$ cat src/rtl/nn_stream_decoder.sv
// Sign-magnitude stochastic stream to signed binary count over a fixed window
// of valid samples, with the result held behind a valid/ready output register.
module nn_stream_decoder #(
  parameter int WINDOW     = 256,
  parameter int CNT_W      = 9,
  parameter bit CONTINUOUS = 1'b0
) (
  input  logic             CLK,
  input  logic             INIT,
  input  logic             START,
  input  logic             EN,
  input  logic             IN,
  input  logic             SIGN_IN,
  input  logic             OUT_READY,
  output logic [CNT_W:0]   VALUE,
  output logic             OUT_VALID,
  output logic             BUSY,
  output logic             OVERRUN
);

  typedef enum logic [1:0] {
    ST_IDLE  = 2'd0,
    ST_ACCUM = 2'd1,
    ST_DONE  = 2'd2
  } state_t;

  localparam logic [CNT_W-1:0] LAST_CNT = CNT_W'(WINDOW - 1);

  state_t                 state_q, state_d;
  logic signed [CNT_W:0]  acc_q, acc_d;
  logic [CNT_W-1:0]       cnt_q, cnt_d;
  logic [CNT_W:0]         value_q, value_d;
  logic                   valid_q, valid_d;
  logic                   overrun_q, overrun_d;

  logic signed [CNT_W:0]  step;
  logic signed [CNT_W:0]  acc_sum;
  logic                   transfer;

  always_comb begin
    step = '0;
    if (IN) begin
      step = SIGN_IN ? {(CNT_W+1){1'b1}} : (CNT_W+1)'(1);
    end
    acc_sum  = acc_q + step;
    transfer = valid_q & OUT_READY;
  end

  always_comb begin
    state_d   = state_q;
    acc_d     = acc_q;
    cnt_d     = cnt_q;
    value_d   = value_q;
    valid_d   = valid_q;
    overrun_d = overrun_q;

    if (transfer) begin
      valid_d = 1'b0;
    end

    case (state_q)
      ST_IDLE: begin
        if (START) begin
          state_d   = ST_ACCUM;
          acc_d     = '0;
          cnt_d     = '0;
          overrun_d = 1'b0;
        end
      end
      ST_ACCUM: begin
        if (START) begin
          // Restart discards this cycle's sample but leaves the held result alone.
          acc_d     = '0;
          cnt_d     = '0;
          overrun_d = 1'b0;
        end else if (EN) begin
          if (cnt_q == LAST_CNT) begin
            acc_d = '0;
            cnt_d = '0;
            // A slot is free if empty or being drained on this same edge.
            if (!valid_q || transfer) begin
              value_d = acc_sum;
              valid_d = 1'b1;
            end else begin
              overrun_d = 1'b1;
            end
            if (!CONTINUOUS) begin
              state_d = ST_DONE;
            end
          end else begin
            acc_d = acc_sum;
            cnt_d = cnt_q + CNT_W'(1);
          end
        end
      end
      ST_DONE: begin
        if (transfer) begin
          state_d = ST_IDLE;
        end
      end
      default: state_d = ST_IDLE;
    endcase
  end

  always_ff @(posedge CLK) begin
    if (INIT) begin
      state_q   <= ST_IDLE;
      acc_q     <= '0;
      cnt_q     <= '0;
      value_q   <= '0;
      valid_q   <= 1'b0;
      overrun_q <= 1'b0;
    end else begin
      state_q   <= state_d;
      acc_q     <= acc_d;
      cnt_q     <= cnt_d;
      value_q   <= value_d;
      valid_q   <= valid_d;
      overrun_q <= overrun_d;
    end
  end

  assign VALUE     = value_q;
  assign OUT_VALID = valid_q;
  assign BUSY      = (state_q == ST_ACCUM);
  assign OVERRUN   = overrun_q;

endmodule

$ cat config.mk
export PLATFORM = sky130hd
export DESIGN_NAME = nn_stream_decoder
export DESIGN_NICKNAME = d
export VERILOG_FILES = /design/src/rtl/nn_stream_decoder.sv
export SDC_FILE = /design/constraint.sdc
export NUM_CORES = 1
export LEC_CHECK = 0
export CORE_MARGIN = 2
export CORE_UTILIZATION = 52
export CTS_CLUSTER_SIZE = 25
export DETAILED_ROUTE_END_ITERATION = 16
export GPL_ROUTABILITY_DRIVEN = 1
export PLACE_DENSITY = 0.82
export SYNTH_ARGS = -nofsm -noshare
export SYNTH_HDL_FRONTEND = slang
export SYNTH_SLANG_ARGS = --single-unit
$ cat constraint.sdc
create_clock -name CLK -period 1.9 [get_ports CLK]
set_input_delay 0.19 -clock CLK [delete_from_list [all_inputs] [get_ports CLK]]
set_output_delay 0.19 -clock CLK [all_outputs]
set_load 0.02 [all_outputs]
## Word level (Yosys, flattened, before mapping)

Index checks and enable logic that the tools add are counted.

- Bits in registers: 33
- Bits of input ports: 7
- Output and inout port bits: 13
- Word-level logic and storage cells: 59

- Add/subtract/negate cells: 2
- Equal/unequal tests: 11
- Muxes and demuxes: 30
- Bitwise operators: 2
- Reductions and logical operators: 8

Operators with widths:

| operator | count |
|---|---|
| $mux 10 | 6 |
| $mux 9 | 4 |
| $pmux 10 s2 | 1 |
| $pmux 9 s2 | 1 |
| $reduce_and 5->1 | 3 |
| $mux 1 | 11 |
| $add 10x10->10 | 1 |
| $mux 2 | 5 |
| $add 9x1->9 const B | 1 |
| $eq 9x8->1 const B | 1 |
| $ne 2x2->1 const B | 4 |
| $ne 3x3->1 const B | 2 |
| $pmux 2 s3 | 1 |
| $ne 3x2->1 const B | 1 |
| $reduce_and 3->1 | 1 |
| $eq 2x1->1 const B | 1 |
| $eq 2x2->1 const B | 1 |
| $logic_not 2->1 | 1 |
| $ne 2x1->1 const B | 1 |
| $pmux 1 s2 | 1 |
| $reduce_bool 2->1 | 1 |
| $and 1x1->1 | 1 |
| $logic_not 1->1 | 1 |
| $logic_or 1x1->1 | 1 |
| $not 1->1 | 1 |

## Logic depth before layout (Yosys ltp)

- Word-level depth: 7
- Depth in mapped cells: 7
- Gate-level depth less buffers: 7

## Worst setup path before layout

OpenSTA, ideal clock, no wires.

- Path kind: flip-flop to flip-flop
- Start point: reg cnt_q[0]
- End point: reg value_q[7] (netlist: VALUE[7])
- Setup time: 122 ps
- Data arrival time: 1,613 ps
- Data required time: 1,778 ps
- Path slack: 165 ps
- Cell stages (with the launch flop): 6
- Buffers on the path: 0
- Period minus slack after synthesis: 1,735 ps
- Cells stage by stage: dfxtp_1 ha_1 nand4b_1 nor4b_4 nor3b_1 a311o_1

- Word-level cells in the longest chain between the ends: 2

RTL lines:

| element | line | text |
|---|---|---|
| start: declaration | 31 | `logic [CNT_W-1:0] cnt_q, cnt_d;` |
| start signal: assignment | 116 | `cnt_q <= cnt_d;` |
| $eq 9x8->1 | 77 | `if (cnt_q == LAST_CNT) begin` |
| $reduce_and 5->1 (no line) | - |  |
| end signal: assignment | 117 | `value_q <= value_d;` |
| end: declaration | 32 | `logic [CNT_W:0] value_q, value_d;` |

Every way passes these cells.
A chain may end at the register's enable or synchronous reset.

## Final worst setup path

- Start point: in IN
- End point: reg acc_q[4]

- Word-level cells in the longest chain between the ends: 6

RTL lines:

| element | line | text |
|---|---|---|
| start: declaration | 12 | `input logic IN,` |
| $mux 10 | 42 | `if (IN) begin` |
| $add 10x10->10 | 45 | `acc_sum = acc_q + step;` |
| $mux 10 | 77 |  |
| $mux 10 | 76 | `end else if (EN) begin` |
| $mux 10 | 71 | `if (START) begin` |
| $pmux 10 s2 | 61 | `case (state_q)` |
| end signal: assignment | 108 | `acc_q <= '0;` |
| end signal: assignment | 115 | `acc_q <= acc_d;` |
| end: declaration | 30 | `logic signed [CNT_W:0] acc_q, acc_d;` |

Every way passes these cells. The select of a mux whose other input is x is not followed.

==> metrics.txt <==
number of synthesized flops with an enable pin=0; Max-Slew Margin vs Limit=76.4%; Fillers=313; Rows=21; delay of the slowest critical-path stage=0.50 ns; clk sinks=33; post-synth cell types=56; CTS max path bufs=2; family with the most delay on the worst path=buffers and inverters; area of the multi-input gates=1120 um^2; Worst Path Arrival=2.07 ns; Max Slew Vio Count=0; Avg Vias per Cell=5.75; critical path type=input port to flip-flop; Max H-tree Level=2; first-pass GRT wire length=7090 um; total routed wirelength=4040 um; gr usage total=22.1%; Sequential Power Share=55.9%; Syn Area/Cell=8.81 um^2; initial DRC count=88; Crit. End Element=flip-flop; element type at the critical path start=input port; aggregate global routing overflow=0; share of total power in the clock network=32.2%; Die Y=63.2 um; P_sw=0.000348 W; Antenna Violating Nets Remaining=0; critical path depth=9; die area=4000 um^2; R2R Setup Slk=0.13 ns; fmax=561 MHz; clk_skew=0.00904 ns; Synth area leaders=dfxtp_1 36%, nor2_1 4.5%, xnor2_1 3.8%, a21oi_1 3.6%, nand2b_1 3.4%; io pins=20; RR Endpoint=VALUE[7]$_SDFFE_PP0P_; P_int=0.000913 W; Tcrit/Tclk final=93.8%; DP Wirelength=2960 um; n_diodes=0; reg2reg path depth=6; DR vias=1718; cell count after synthesis=207; setup TNS=0 ns; max_cap viols=0; Clock Latency Late Sink=0.35 ns; Finished Layout Cells=299; static leakage=0.801 nW; drt pass-1 iters=5; area share of the largest cell type after synthesis=36.2%; Buf+Inv Stages, Crit Path=2; DR DRC count=0; pin slew with the least headroom to its limit=0.354 ns; fin crit period=1.78 ns; status=finished clean; Reg area=662 um^2; Post-Syn Nets=217; gp weighted congestion=0.812; post-route cell area=2310 um^2; initial antenna violation count=0; CP Launch Point=IN; Routed WL per cell=13.5 um; Power Total=0.00126 W; Die W=63.2 um; area leader, netlist=dfxtp_1; crit path to=acc_q[4]$_SDFFE_PP0P_; sequential element share of the synthesized area=36.2%; switch share=27.6%; hold_ws=0.477 ns; worst flop-to-flop path startpoint=cnt_q[1]$_SDFFE_PP0P_; Syn. warnings=0; final setup vio count=0; share of post-route cells with drive strength above 1=18.6%; Max FO, Critical Path=4; Post-synth ARST share=0%; Post-DP Area=2230 um^2; CTS tree=done; Post-Place Cells=290; Post-Syn Area=1820 um^2; core region area=3360 um^2; clock root buffer=clkbuf_4; Hold Buf Count CTS=0; vias in the first global route=1589; flops & latches, synth=33; Critical-path top delay cell=clkdlybuf4s50_1; Starting Density=54.2%; largest net degree at the start of global routing=21; HP Class=flip-flop to flip-flop; combinational share of power=12.0%; CP required=2.18 ns; critical-path cell list=clkdlybuf4s50_1 -> nand2_1 -> xnor2_1 -> ha_2 -> nor4_1 -> buf_4 -> mux2_2 -> o311ai_1 -> nor3b_1; ys flop type=dfxtp_1; Inserted Clock Buffers=5; final net count=262; RSZ-0062 raised after global routing=no; clock slew seen by the registers of the worst setup and hold paths=0.11 ns; PortBufs=19; Syn-to-layout area delta=26.6%; PwrDens=547 nW/um^2; peak supply drop=0.000453 V; final hold vios=0
## layout make-up
cell class	count	area share, %
inverters	3	0.488
clock buffers	5	1.63
repair buffers	46	17.0
multi-input cells	163	48.7
clock inverters	3	0.976
well taps	46	2.49
flip-flops and latches	33	28.7
## cells in the mapped netlist, types with 3 or more instances
master    instances
dfxtp_1          33
nor2_1           22
a21oi_1          13
nand2_1          12
nand2b_1         10
xnor2_1           8
nand3_1           7
clkbuf_1          6
nand4_1           5
nor3_1            4
nor3b_1           4
a22oi_1           3
a32oi_1           3
and2_1            3
and3_1            3
and3b_1           3
and4_1            3
ha_1              3
inv_1             3
mux2i_1           3
nor4b_1           3
o211ai_1          3
o21ai_0           3
o221ai_1          3
or3_1             3
## flip-flops by register name, indices dropped and copies added (netlist names)
signal     cells
cnt_q          9
acc_q         10
state_q        2
OUT_VALID      1
OVERRUN        1
VALUE         10
## per-stage QoR
stage               worst slack (ns)  utilization, %
detailed placement            -0.326            66.2
global route                 0.00140            68.6
finish                         0.118            68.6
CTS                           0.0261            68.0
floorplan                      0.165               -
global placement              -0.233            66.2
## per-layer routing
metal  vias up  routed length, um  track usage, %
li1        880                  -               -
met1       805               1970            28.2
met2        28               1860            35.6
met3         5                155            6.61
met4         0                 48            7.34
met5         -                  0               0
## how the worst min path moves through the flow
stage                          start  cells past startpoint                 endpoint
3_5_place_dp   cnt_q[8]$_SDFFE_PP0P_                      2    cnt_q[8]$_SDFFE_PP0P_
2_1_floorplan                  START                      2  state_q[0]$_SDFFE_PP0P_
6_report       VALUE[3]$_SDFFE_PP0P_                      2    VALUE[3]$_SDFFE_PP0P_
3_3_place_gp   cnt_q[8]$_SDFFE_PP0P_                      2    cnt_q[8]$_SDFFE_PP0P_
4_1_cts        cnt_q[8]$_SDFFE_PP0P_                      2    cnt_q[8]$_SDFFE_PP0P_
5_1_grt        cnt_q[8]$_SDFFE_PP0P_                      2    cnt_q[8]$_SDFFE_PP0P_
## repair_timing
| action | 4_1_cts | 5_1_grt |
|---|---|---|
| setup endpoints to repair | 0 | 9 |
| resized for setup | 0 | 5 |
| setup buffers | 0 | 1 |
## placed cells by master, fill, tap and decap left out, types with 3 or more instances in the layout
| master | n |
|---|---|
| a32oi_1 | 3 |
| clkdlybuf4s50_1 | 19 |
| nand2_1 | 12 |
| buf_4 | 27 |
| or3_1 | 3 |
| clkbuf_4 | 5 |
| o211ai_1 | 3 |
| and3b_1 | 3 |
| mux2i_1 | 3 |
| a22oi_1 | 3 |
| o221ai_1 | 3 |
| dfxtp_1 | 32 |
| nand3_1 | 7 |
| nand4_1 | 5 |
| and2_1 | 3 |
| nor2_1 | 22 |
| o21ai_0 | 3 |
| nor3_1 | 4 |
| and4_1 | 3 |
| inv_1 | 3 |
| a21oi_1 | 13 |
| nand2b_1 | 10 |
| xnor2_1 | 8 |
| clkinvlp_4 | 3 |
| nor3b_1 | 4 |
| and3_1 | 3 |
## worst reg2reg max path: stages, from the launching register on
cell and delay [ns]:
dfxtp_1 0.39, ha_2 0.23, nand4b_1 0.18, nor4b_4 0.37
buf_4 0.19, nor3b_1 0.04, a311o_1 0.26
## power by group through the flow
stage | Combinational (W) | Clock, W | Sequential (W)
6_report | 0.000151 | 0.000406 | 0.000705
5_1_grt | 0.000165 | 0.000462 | 0.000707
4_1_cts | 0.000148 | 0.000416 | 0.000705
3_5_place_dp | 0.000147 | 0 | 0.000721
3_3_place_gp | 0.000146 | 0 | 0.000721
2_1_floorplan | 0.0000822 | 0 | 0.000720
## kinds of logic after synthesis
kind of cell / Yosys count / share of synthesized area (%)
xor+xnor: 8 / 3.84
simple gates: 99 / 33.6
buf+inv: 11 / 2.74
compound gates: 49 / 19.3
mux: 4 / 2.26
flops: 33 / 36.2
fa+ha+maj: 3 / 2.06
Power figures use the tool's default switching activity.
